--- src/rtl/read_stream_pkg.sv ---
// Shared types and sizing helpers for the read_stream BRAM reader and its output FIFO.
package read_stream_pkg;

    typedef enum logic [1:0] {
        ST_IDLE  = 2'd0,
        ST_READ  = 2'd1,
        ST_DRAIN = 2'd2
    } state_e;

    localparam int unsigned DEFAULT_FIFO_DEPTH = 8;

    // Bits needed to count 0..depth words (FIFO occupancy or reads in flight).
    function automatic int unsigned credit_width(input int unsigned depth);
        return $clog2(depth + 1);
    endfunction

endpackage

--- src/rtl/read_stream_fifo.sv ---
// Show-ahead output FIFO with occupancy count; a full FIFO accepts a write when popped in the same cycle.
module read_stream_fifo
    import read_stream_pkg::*;
#(
    parameter int unsigned DATA_WIDTH = 8,
    parameter int unsigned FIFO_DEPTH = DEFAULT_FIFO_DEPTH,
    localparam int unsigned CW = credit_width(FIFO_DEPTH),
    localparam int unsigned AW = $clog2(FIFO_DEPTH)
) (
    input  logic                  clk_i,
    input  logic                  rst_ni,
    input  logic                  wr_en_i,
    input  logic [DATA_WIDTH-1:0] wr_data_i,
    input  logic                  rd_en_i,
    output logic [DATA_WIDTH-1:0] rd_data_o,
    output logic                  empty_o,
    output logic [CW-1:0]         count_o
);

    logic [DATA_WIDTH-1:0] mem_q [FIFO_DEPTH];
    logic [AW-1:0]         wr_ptr_q, rd_ptr_q;
    logic [CW-1:0]         count_q;
    logic                  full, do_wr, do_rd;

    assign empty_o   = (count_q == '0);
    assign full      = (count_q == CW'(FIFO_DEPTH));
    assign do_rd     = rd_en_i && !empty_o;
    assign do_wr     = wr_en_i && (!full || do_rd);
    assign rd_data_o = mem_q[rd_ptr_q];
    assign count_o   = count_q;

    always_ff @(posedge clk_i or negedge rst_ni) begin
        if (!rst_ni) begin
            wr_ptr_q <= '0;
            rd_ptr_q <= '0;
            count_q  <= '0;
        end else begin
            if (do_wr) wr_ptr_q <= wr_ptr_q + 1'b1;
            if (do_rd) rd_ptr_q <= rd_ptr_q + 1'b1;
            if (do_wr && !do_rd) count_q <= count_q + 1'b1;
            else if (do_rd && !do_wr) count_q <= count_q - 1'b1;
        end
    end

    // Storage carries no reset; occupancy alone decides what is visible.
    always_ff @(posedge clk_i) begin
        if (do_wr) mem_q[wr_ptr_q] <= wr_data_i;
    end

endmodule

--- src/rtl/read_stream.sv ---
// Strided multi-iteration BRAM reader: issues credit-limited read requests and streams results through a FIFO.
module read_stream
    import read_stream_pkg::*;
#(
    parameter int unsigned DATA_WIDTH             = 8,
    parameter int unsigned LOG_MAX_ITERS          = 16,
    parameter int unsigned LOG_MAX_READS_PER_ITER = 16,
    parameter int unsigned LOG_MAX_ADDRESS        = 16,
    parameter int unsigned FIFO_DEPTH             = DEFAULT_FIFO_DEPTH,
    parameter int unsigned BRAM_LATENCY           = 1
) (
    input  logic                              clk,
    input  logic                              rst,
    input  logic                              configure,
    input  logic [LOG_MAX_ITERS-1:0]          num_iters,
    input  logic [LOG_MAX_READS_PER_ITER-1:0] num_reads_per_iter,
    input  logic [LOG_MAX_ADDRESS-1:0]        base_address,
    input  logic [LOG_MAX_ADDRESS-1:0]        stride,
    output logic [LOG_MAX_ADDRESS-1:0]        address_out,
    output logic                              request,
    input  logic                              valid_in,
    input  logic [DATA_WIDTH-1:0]             data_in,
    input  logic                              avail_in,
    output logic                              valid_out,
    output logic [DATA_WIDTH-1:0]             data_out,
    output logic                              busy,
    output logic                              done
);

    localparam int unsigned CW = credit_width(FIFO_DEPTH);
    localparam logic [CW:0] DEPTH_C = (CW+1)'(FIFO_DEPTH);

    if (FIFO_DEPTH < 2 || (FIFO_DEPTH & (FIFO_DEPTH - 1)) != 0) begin : g_bad_depth
        $error("read_stream: FIFO_DEPTH must be a power of two and at least 2");
    end
    if (BRAM_LATENCY < 1 || BRAM_LATENCY > 4) begin : g_bad_latency
        $error("read_stream: BRAM_LATENCY must lie in 1..4");
    end

    state_e                            state_q, state_d;
    logic [LOG_MAX_ITERS-1:0]          iters_q, iters_d;
    logic [LOG_MAX_READS_PER_ITER-1:0] reads_q, reads_d, reads_cfg_q, reads_cfg_d;
    logic [LOG_MAX_ADDRESS-1:0]        addr_q, addr_d, base_q, base_d, stride_q, stride_d;
    logic [CW-1:0]                     inflight_q, inflight_d;
    logic                              busy_q, busy_d, done_q, done_d;

    logic [CW-1:0]         fifo_count;
    logic                  fifo_empty;
    logic [DATA_WIDTH-1:0] fifo_head;
    logic                  accept, issue, bram_wr, pop;

    // A request is only allowed when a FIFO slot is guaranteed for its data.
    assign accept  = configure && !busy_q;
    assign issue   = (state_q == ST_READ) && (({1'b0, fifo_count} + {1'b0, inflight_q}) < DEPTH_C);
    assign bram_wr = valid_in && (inflight_q != '0);
    assign pop     = !fifo_empty && avail_in;

    always_comb begin
        inflight_d = inflight_q;
        if (issue && !bram_wr) inflight_d = inflight_q + 1'b1;
        else if (bram_wr && !issue) inflight_d = inflight_q - 1'b1;
    end

    always_comb begin
        state_d     = state_q;
        iters_d     = iters_q;
        reads_d     = reads_q;
        reads_cfg_d = reads_cfg_q;
        addr_d      = addr_q;
        base_d      = base_q;
        stride_d    = stride_q;
        busy_d      = busy_q;
        done_d      = 1'b0;
        case (state_q)
            ST_IDLE: begin
                if (accept) begin
                    iters_d     = num_iters;
                    reads_d     = num_reads_per_iter;
                    reads_cfg_d = num_reads_per_iter;
                    addr_d      = base_address;
                    base_d      = base_address;
                    stride_d    = stride;
                    if (num_iters == '0 || num_reads_per_iter == '0) begin
                        done_d = 1'b1;
                    end else begin
                        state_d = ST_READ;
                        busy_d  = 1'b1;
                    end
                end
            end
            ST_READ: begin
                if (issue) begin
                    if (reads_q == LOG_MAX_READS_PER_ITER'(1)) begin
                        addr_d  = base_q;
                        reads_d = reads_cfg_q;
                        iters_d = iters_q - 1'b1;
                        if (iters_q == LOG_MAX_ITERS'(1)) state_d = ST_DRAIN;
                    end else begin
                        addr_d  = addr_q + stride_q;
                        reads_d = reads_q - 1'b1;
                    end
                end
            end
            ST_DRAIN: begin
                // Finish on the cycle the last word leaves, so done follows it directly.
                if (inflight_q == '0 && (fifo_empty || (fifo_count == CW'(1) && pop))) begin
                    state_d = ST_IDLE;
                    busy_d  = 1'b0;
                    done_d  = 1'b1;
                end
            end
            default: state_d = ST_IDLE;
        endcase
    end

    always_ff @(posedge clk or negedge rst) begin
        if (!rst) begin
            state_q    <= ST_IDLE;
            iters_q    <= '0;
            reads_q    <= '0;
            addr_q     <= '0;
            inflight_q <= '0;
            busy_q     <= 1'b0;
            done_q     <= 1'b0;
        end else begin
            state_q    <= state_d;
            iters_q    <= iters_d;
            reads_q    <= reads_d;
            addr_q     <= addr_d;
            inflight_q <= inflight_d;
            busy_q     <= busy_d;
            done_q     <= done_d;
        end
    end

    always_ff @(posedge clk) begin
        reads_cfg_q <= reads_cfg_d;
        base_q      <= base_d;
        stride_q    <= stride_d;
    end

    read_stream_fifo #(
        .DATA_WIDTH(DATA_WIDTH),
        .FIFO_DEPTH(FIFO_DEPTH)
    ) u_fifo (
        .clk_i    (clk),
        .rst_ni   (rst),
        .wr_en_i  (bram_wr),
        .wr_data_i(data_in),
        .rd_en_i  (pop),
        .rd_data_o(fifo_head),
        .empty_o  (fifo_empty),
        .count_o  (fifo_count)
    );

    assign address_out = addr_q;
    assign request     = issue;
    assign valid_out   = !fifo_empty;
    assign data_out    = fifo_empty ? '0 : fifo_head;
    assign busy        = busy_q;
    assign done        = done_q;

endmodule

--- config.mk ---
export PLATFORM = sky130hd
export DESIGN_NAME = read_stream
export DESIGN_NICKNAME = d
export VERILOG_FILES = /design/src/rtl/read_stream_pkg.sv /design/src/rtl/read_stream_fifo.sv /design/src/rtl/read_stream.sv
export SDC_FILE = /design/constraint.sdc
export NUM_CORES = 1
export LEC_CHECK = 0
export CAP_MARGIN = 20
export CORE_MARGIN = 2
export CORE_UTILIZATION = 48
export CTS_CLUSTER_DIAMETER = 80
export DETAILED_ROUTE_END_ITERATION = 7
export HOLD_SLACK_MARGIN = 0.06
export PLACE_DENSITY = 0.71
export SLEW_MARGIN = 0
export SYNTH_ARGS = -nofsm -noshare
export SYNTH_HDL_FRONTEND = slang
export SYNTH_HIERARCHICAL = 1
export SYNTH_SLANG_ARGS = --single-unit
--- constraint.sdc ---
create_clock -name clk -period 11.35 [get_ports clk]
set_input_delay 1.135 -clock clk [delete_from_list [all_inputs] [get_ports clk]]
set_output_delay 1.135 -clock clk [all_outputs]
set_load 0.01 [all_outputs]
## Yosys cells after proc, flatten, opt, wreduce, memory -nomap -nowiden

Memories as Yosys holds them, arrays and structs flattened.
Index checks and enable logic that the tools add are counted.

| word-level totals | value |
|---|---|
| bits in registers | 114 |
| memory bits (writable) | 64 |
| input port bits | 77 |
| output and inout bits | 28 |
| word-level logic and storage cells | 108 |
| memories | 1 |

| operators by class | value |
|---|---|
| add/subtract/negate cells | 10 |
| $lt $le $gt $ge | 1 |
| eq/ne operators | 12 |
| mux-type cells | 34 |
| reductions and logical operators | 37 |

Memories:

| name | depth | bits a word | rd ports | clocked after Yosys merged registers in | wr ports | line | text |
|---|---|---|---|---|---|---|---|
| u_fifo.mem_q | 8 | 8 | 1 | 0 | 1 | read_stream_fifo.sv:20 | `logic [DATA_WIDTH-1:0] mem_q [FIFO_DEPTH];` |

Operators by type and width:

| operator | count |
|---|---|
| 16-bit two-way mux | 9 |
| 16-bit one-hot mux with 2 select lines | 3 |
| 16-bit by 1-bit == test with 1-bit output (second input constant) | 2 |
| 16-bit logical NOT | 2 |
| 16-bit by 1-bit subtractor with 16-bit output (second input constant) | 2 |
| 16-bit adder | 1 |
| 4-bit two-way mux | 4 |
| 1-bit logical AND | 12 |
| 2-bit two-way mux | 6 |
| 4-bit by 1-bit adder with 4-bit output (second input constant) | 2 |
| 4-bit logical NOT | 2 |
| 1-bit two-way mux | 8 |
| 8-bit two-way mux | 1 |
| 2-bit != test (second input constant) | 4 |
| 4-bit AND reduction | 2 |
| 2-bit nonzero test | 4 |
| 4-bit by 1-bit subtractor with 4-bit output (second input constant) | 2 |
| 1-bit logical NOT | 7 |
| 3-bit by 1-bit adder with 3-bit output (second input constant) | 2 |
| 2-bit one-hot mux with 3 select lines | 1 |
| 6-bit AND reduction | 1 |
| 4-bit by 4-bit adder with 5-bit output | 1 |
| 5-bit by 4-bit < comparator with 1-bit output (second input constant) | 1 |
| 4-bit by 1-bit == test with 1-bit output (second input constant) | 1 |
| 10 further kinds | 14 |

## Logic depth before layout (Yosys ltp)

| depth | value |
|---|---|
| word-level depth | 10 |
| mapped depth | 14 |
| gate-level depth less buffers | 12 |

## Hierarchy

Netlist, hierarchy kept.

By module, submodules not included:

| module | instances | cells each | area an instance (um^2) | sequential area each (um^2) |
|---|---|---|---|---|
| read_stream | 1 | 613 | 5950.7 | 2842.7 |
| read_stream_fifo | 1 | 156 | 3124.2 | 2172.1 |

## Worst setup path after synthesis

Ideal clock, no wire load.

| timing path | value |
|---|---|
| path type | input-to-reg |
| start | in configure |
| end | reg iters_q[1] |
| setup time | 0.131 ns |
| arrival | 4.148 ns |
| required time | 11.219 ns |
| setup slack | 7.071 ns |
| cell stages on the path | 6 |
| path buffers | 1 |
| cells stage by stage | nand2b_1 -> nor3_2 -> o22ai_1 -> clkbuf_1 -> a211oi_1 -> a21oi_1 |

| on the way | value |
|---|---|
| cells in the longest elaborated chain, start to end | 3 |

Ends and longest elaborated chain:

| item | line | text |
|---|---|---|
| start, declared | read_stream.sv:14 | `input logic configure,` |
| 1-bit logical AND | read_stream.sv:53 | `assign accept = configure && !busy_q;` |
| 2-bit != test (no source line) | - |  |
| 4-bit AND reduction (no source line) | - |  |
| end signal, assigned | read_stream.sv:127 | `iters_q <= iters_d;` |
| end, declared | read_stream.sv:41 | `logic [LOG_MAX_ITERS-1:0] iters_q, iters_d;` |

Every way passes these cells.
A chain may end at the register's enable or synchronous reset.

## Worst setup path after layout

| timing path | value |
|---|---|
| start | reg u_fifo.rd_ptr_q[0] |
| end | out data_out[7] |

| on the way | value |
|---|---|
| cells in the longest elaborated chain, start to end | 2 |

Ends and longest elaborated chain:

| item | line | text |
|---|---|---|
| start, declared | read_stream_fifo.sv:21 | `logic [AW-1:0] wr_ptr_q, rd_ptr_q;` |
| start signal, assigned | read_stream_fifo.sv:39 | `if (do_rd) rd_ptr_q <= rd_ptr_q + 1'b1;` |
| memory read 8 x 8 bit | - |  |
| via fifo_head[7] | read_stream.sv:49 | `logic [DATA_WIDTH-1:0] fifo_head;` |
| 8-bit two-way mux | read_stream.sv:159 | `assign data_out = fifo_empty ? '0 : fifo_head;` |
| end, declared | read_stream.sv:25 | `output logic [DATA_WIDTH-1:0] data_out,` |

The timed path passes the listed nets, and every way through them passes these cells.

==> results.toml <==
[run_status]
status = "finished, final reports clean"

[timing]
relSlewSlack = 0.360
finalCritPeriodShare = 0.363
hold_violations = 0
setup_viol = 0
slew_viol_final = 0
setup_tns_ns = 0
timing.final.crit_period_ns = 4.12
fmax_ghz = 0.243
skew_ns = 0.0114
tightest_slew_ns = 0.959
grt_setup_unrepaired = "no"

[critical_path]
end_kind = "primary output"
critPathLaunch = "u_fifo/rd_ptr_q[0]"
crit_fanout = 18
r2r_cells = 12
cp.arrival_ns = 2.98
worstReg2RegStart = "u_fifo/count_o[0]"
cp-endpoint = "data_out[7]"
required_ns = 10.22
rrSetupSlack_ns = 7.27
r2r_end = "u_fifo/count_o[3]"
start_kind = "flip-flop"
path_class = "reg -> out"

[floorplanning]
die_area_um2 = 20000
pin_count = 105
die_w_um = 142
core_area_um2 = 18600
rows = 50
start_util = 0.487
die_h_um = 142

[place]
dp_hpwl_um = 13600
port_buffers = 104
place_area_um2 = 10300
place_congestion = 0.804

[yosys]
synth.distinct_cells = 78
yosysTopAreaCellShare = 0.371
synth_largest_area_cell = "edfxtp_1"
ys_seq_area_frac = 0.553
synth_warnings = 6
yosys-top-cells-area = "edfxtp_1, dfrtp_1, mux4_1"
synth_ff_type = "edfxtp_1"
syn_nets = 879
postSynthRegisterBits = 178
avgSynthCellArea_um2 = 11.8
postSynth.asyncResetShare = 0.371
synth-edff-count = 112
synthCells = 769
synth_area_um2 = 9070

[finish]
areaGrowthSynthToFinish_pct = 19.9
seq_area_um2 = 5010
antenna_cells = 0
fin_area_um2 = 10900
final_layout_size_suffix_gt1_frac = 0.0886
fillers = 1541
final_nets = 977
multiInputGateArea_um2 = 3810

[clock_network]
cts_buffers = 17
htreeDepth = 4
cts_root_buf = "clkbuf_16"
clock_sinks = 178
cts_tree = "done"
clock_path_buffers = 2
worstSkewPairLatency_ns = 0.43
cts_hold_buf = 0
path_clk_slew_ns = 0.07
ctsResizeCount = 0
post_cts_buffers = 0

[power_and_ir_drop]
powerDensity_nw_per_um2 = 239
p_leak_nw = 4.02
p_int_mw = 1.64
seqPwrFrac = 0.367
p_sw_mw = 0.964
clkPwrFrac = 0.218
ir_drop_uv = 131
pwr-share-comb = 0.415
switching_share = 0.370

[drt]
dr.first_iter.drc_count = 474
wire_per_inst_um = 18.4
ant_nets = 0
dr.pass1.iters = 5
drc_errors = 0
via_per_inst = 5.87
routed-via-count = 6542
routed_wl_um = 20500

[min_path]
hp-class = "reg -> reg"

[grt]
grt_overflow = 0
grt_max_degree = 67
grt_pass1_vias = 6144
grt_util_all_layers = 0.208
antenna_found_initial = 0
grt_first_pass_wirelength_um = 32600

[flow_run]
maxCapViolCount = 0
-- synthesized netlist by cell type, drive strengths merged, types with 12 or more instances --
cell and count:
a211oi 14, a21oi 53, buf 20, clkbuf 17, dfrtp 66, edfxtp 112
ha 30, inv 16, mux2 13, mux4 16, nand2 60, nand3 17
nor2 70, nor2b 12, nor3 25, nor4 17, o21ai 65, xnor2 16
-- stage by stage --
step / hold WS [ns] / util / total power [mW] / setup slack [ns] / instances
6_report: 0.499 / 0.584 / 2.60 / 7.23 / 1114
5_1_grt: 0.540 / 0.584 / 2.77 / 6.97 / 1114
4_1_cts: 0.500 / 0.584 / 2.62 / 7.19 / 1114
3_5_place_dp: 0.483 / 0.553 / 2.04 / 7.28 / 1082
3_3_place_gp: 0.482 / 0.553 / 2.02 / 7.46 / 1082
2_1_floorplan: 0.461 / - / 1.70 / 7.07 / 769
-- critical path: stages, from the launching register on --
cell	delay, ns
dfrtp_1	0.92
mux4_1	0.66
mux2_2	0.29
nor2b_1	0.15
clkdlybuf4s50_1	0.53
-- worst min-delay path by stage --
| stage | start | to | slack, ns | depth (start not counted) |
|---|---|---|---|---|
| final | iters_q[14] | iters_q[14] | 0.50 | 2 |
| after global routing | iters_q[6] | iters_q[6] | 0.54 | 1 |
| after CTS | iters_q[14] | iters_q[14] | 0.50 | 2 |
| after detailed placement | iters_q[14] | iters_q[14] | 0.48 | 2 |
| after global placement | iters_q[14] | iters_q[14] | 0.48 | 2 |
| after floorplan | iters_q[7] | iters_q[7] | 0.46 | 2 |
-- final cells by class --
| cell class | instances | area share |
|---|---|---|
| Clock buffer | 17 | 0.0391 |
| Clock inverter | 15 | 0.0133 |
| Inverter | 16 | 0.00552 |
| Multi-Input combinational cell | 537 | 0.350 |
| Sequential cell | 178 | 0.461 |
| Tap cell | 234 | 0.0269 |
| Timing Repair Buffer | 117 | 0.104 |
-- power by group through the flow --
stage          Combinational, mW  Sequential (mW)  Clock [mW]
2_1_floorplan              0.782            0.921           0
5_1_grt                     1.19            0.976       0.601
6_report                    1.08            0.956       0.567
3_3_place_gp                1.05            0.966           0
4_1_cts                     1.08            0.957       0.578
3_5_place_dp                1.07            0.968           0
-- registers in the layout, indices dropped and copies added (netlist names), 16 cells and up --
signal and flops:
stride_q 16, iters_q 16, reads_cfg_q 16, base_q 16, address_out 16, u_fifo/mem_q 64
reads_q 16
-- cell families after synthesis --
kind of cell               synth area share
and+or+nand+nor                       0.138
AOI/OAI and AO/OA                     0.142
xor gates and xnor gates             0.0203
adders and majority gates            0.0480
buffers and inverters                0.0296
DFF                                   0.553
muxes                                0.0691
-- placed cells by master, fill, tap and decap left out, types with 6 or more instances in the layout --
cell	instances
edfxtp_1	112
clkdlybuf4s50_1	103
nor2_1	67
dfrtp_1	66
nand2_1	60
o21ai_0	60
a21oi_1	52
ha_1	30
nor3_1	21
clkbuf_16	17
inv_1	16
xnor2_1	16
nand3_1	16
mux4_1	16
nor4_1	15
a211oi_1	13
buf_4	13
nor2b_1	12
mux2_2	12
a22o_1	10
o31ai_1	10
a21o_1	9
o211ai_1	8
or3_1	7
nand4_1	7
nand2b_1	7
mux2i_1	6
nor3b_1	6
-- layer usage --
layer  routed length (um)  global-route usage  up-vias
met2                 9650               0.328      191
li1                     -                   -     3145
met1                 9560               0.298     3193
met5                    0                   0        -
met4                  209              0.0553        0
met3                 1130              0.0425       13
No activity file was read; power rests on OpenSTA's default activity.
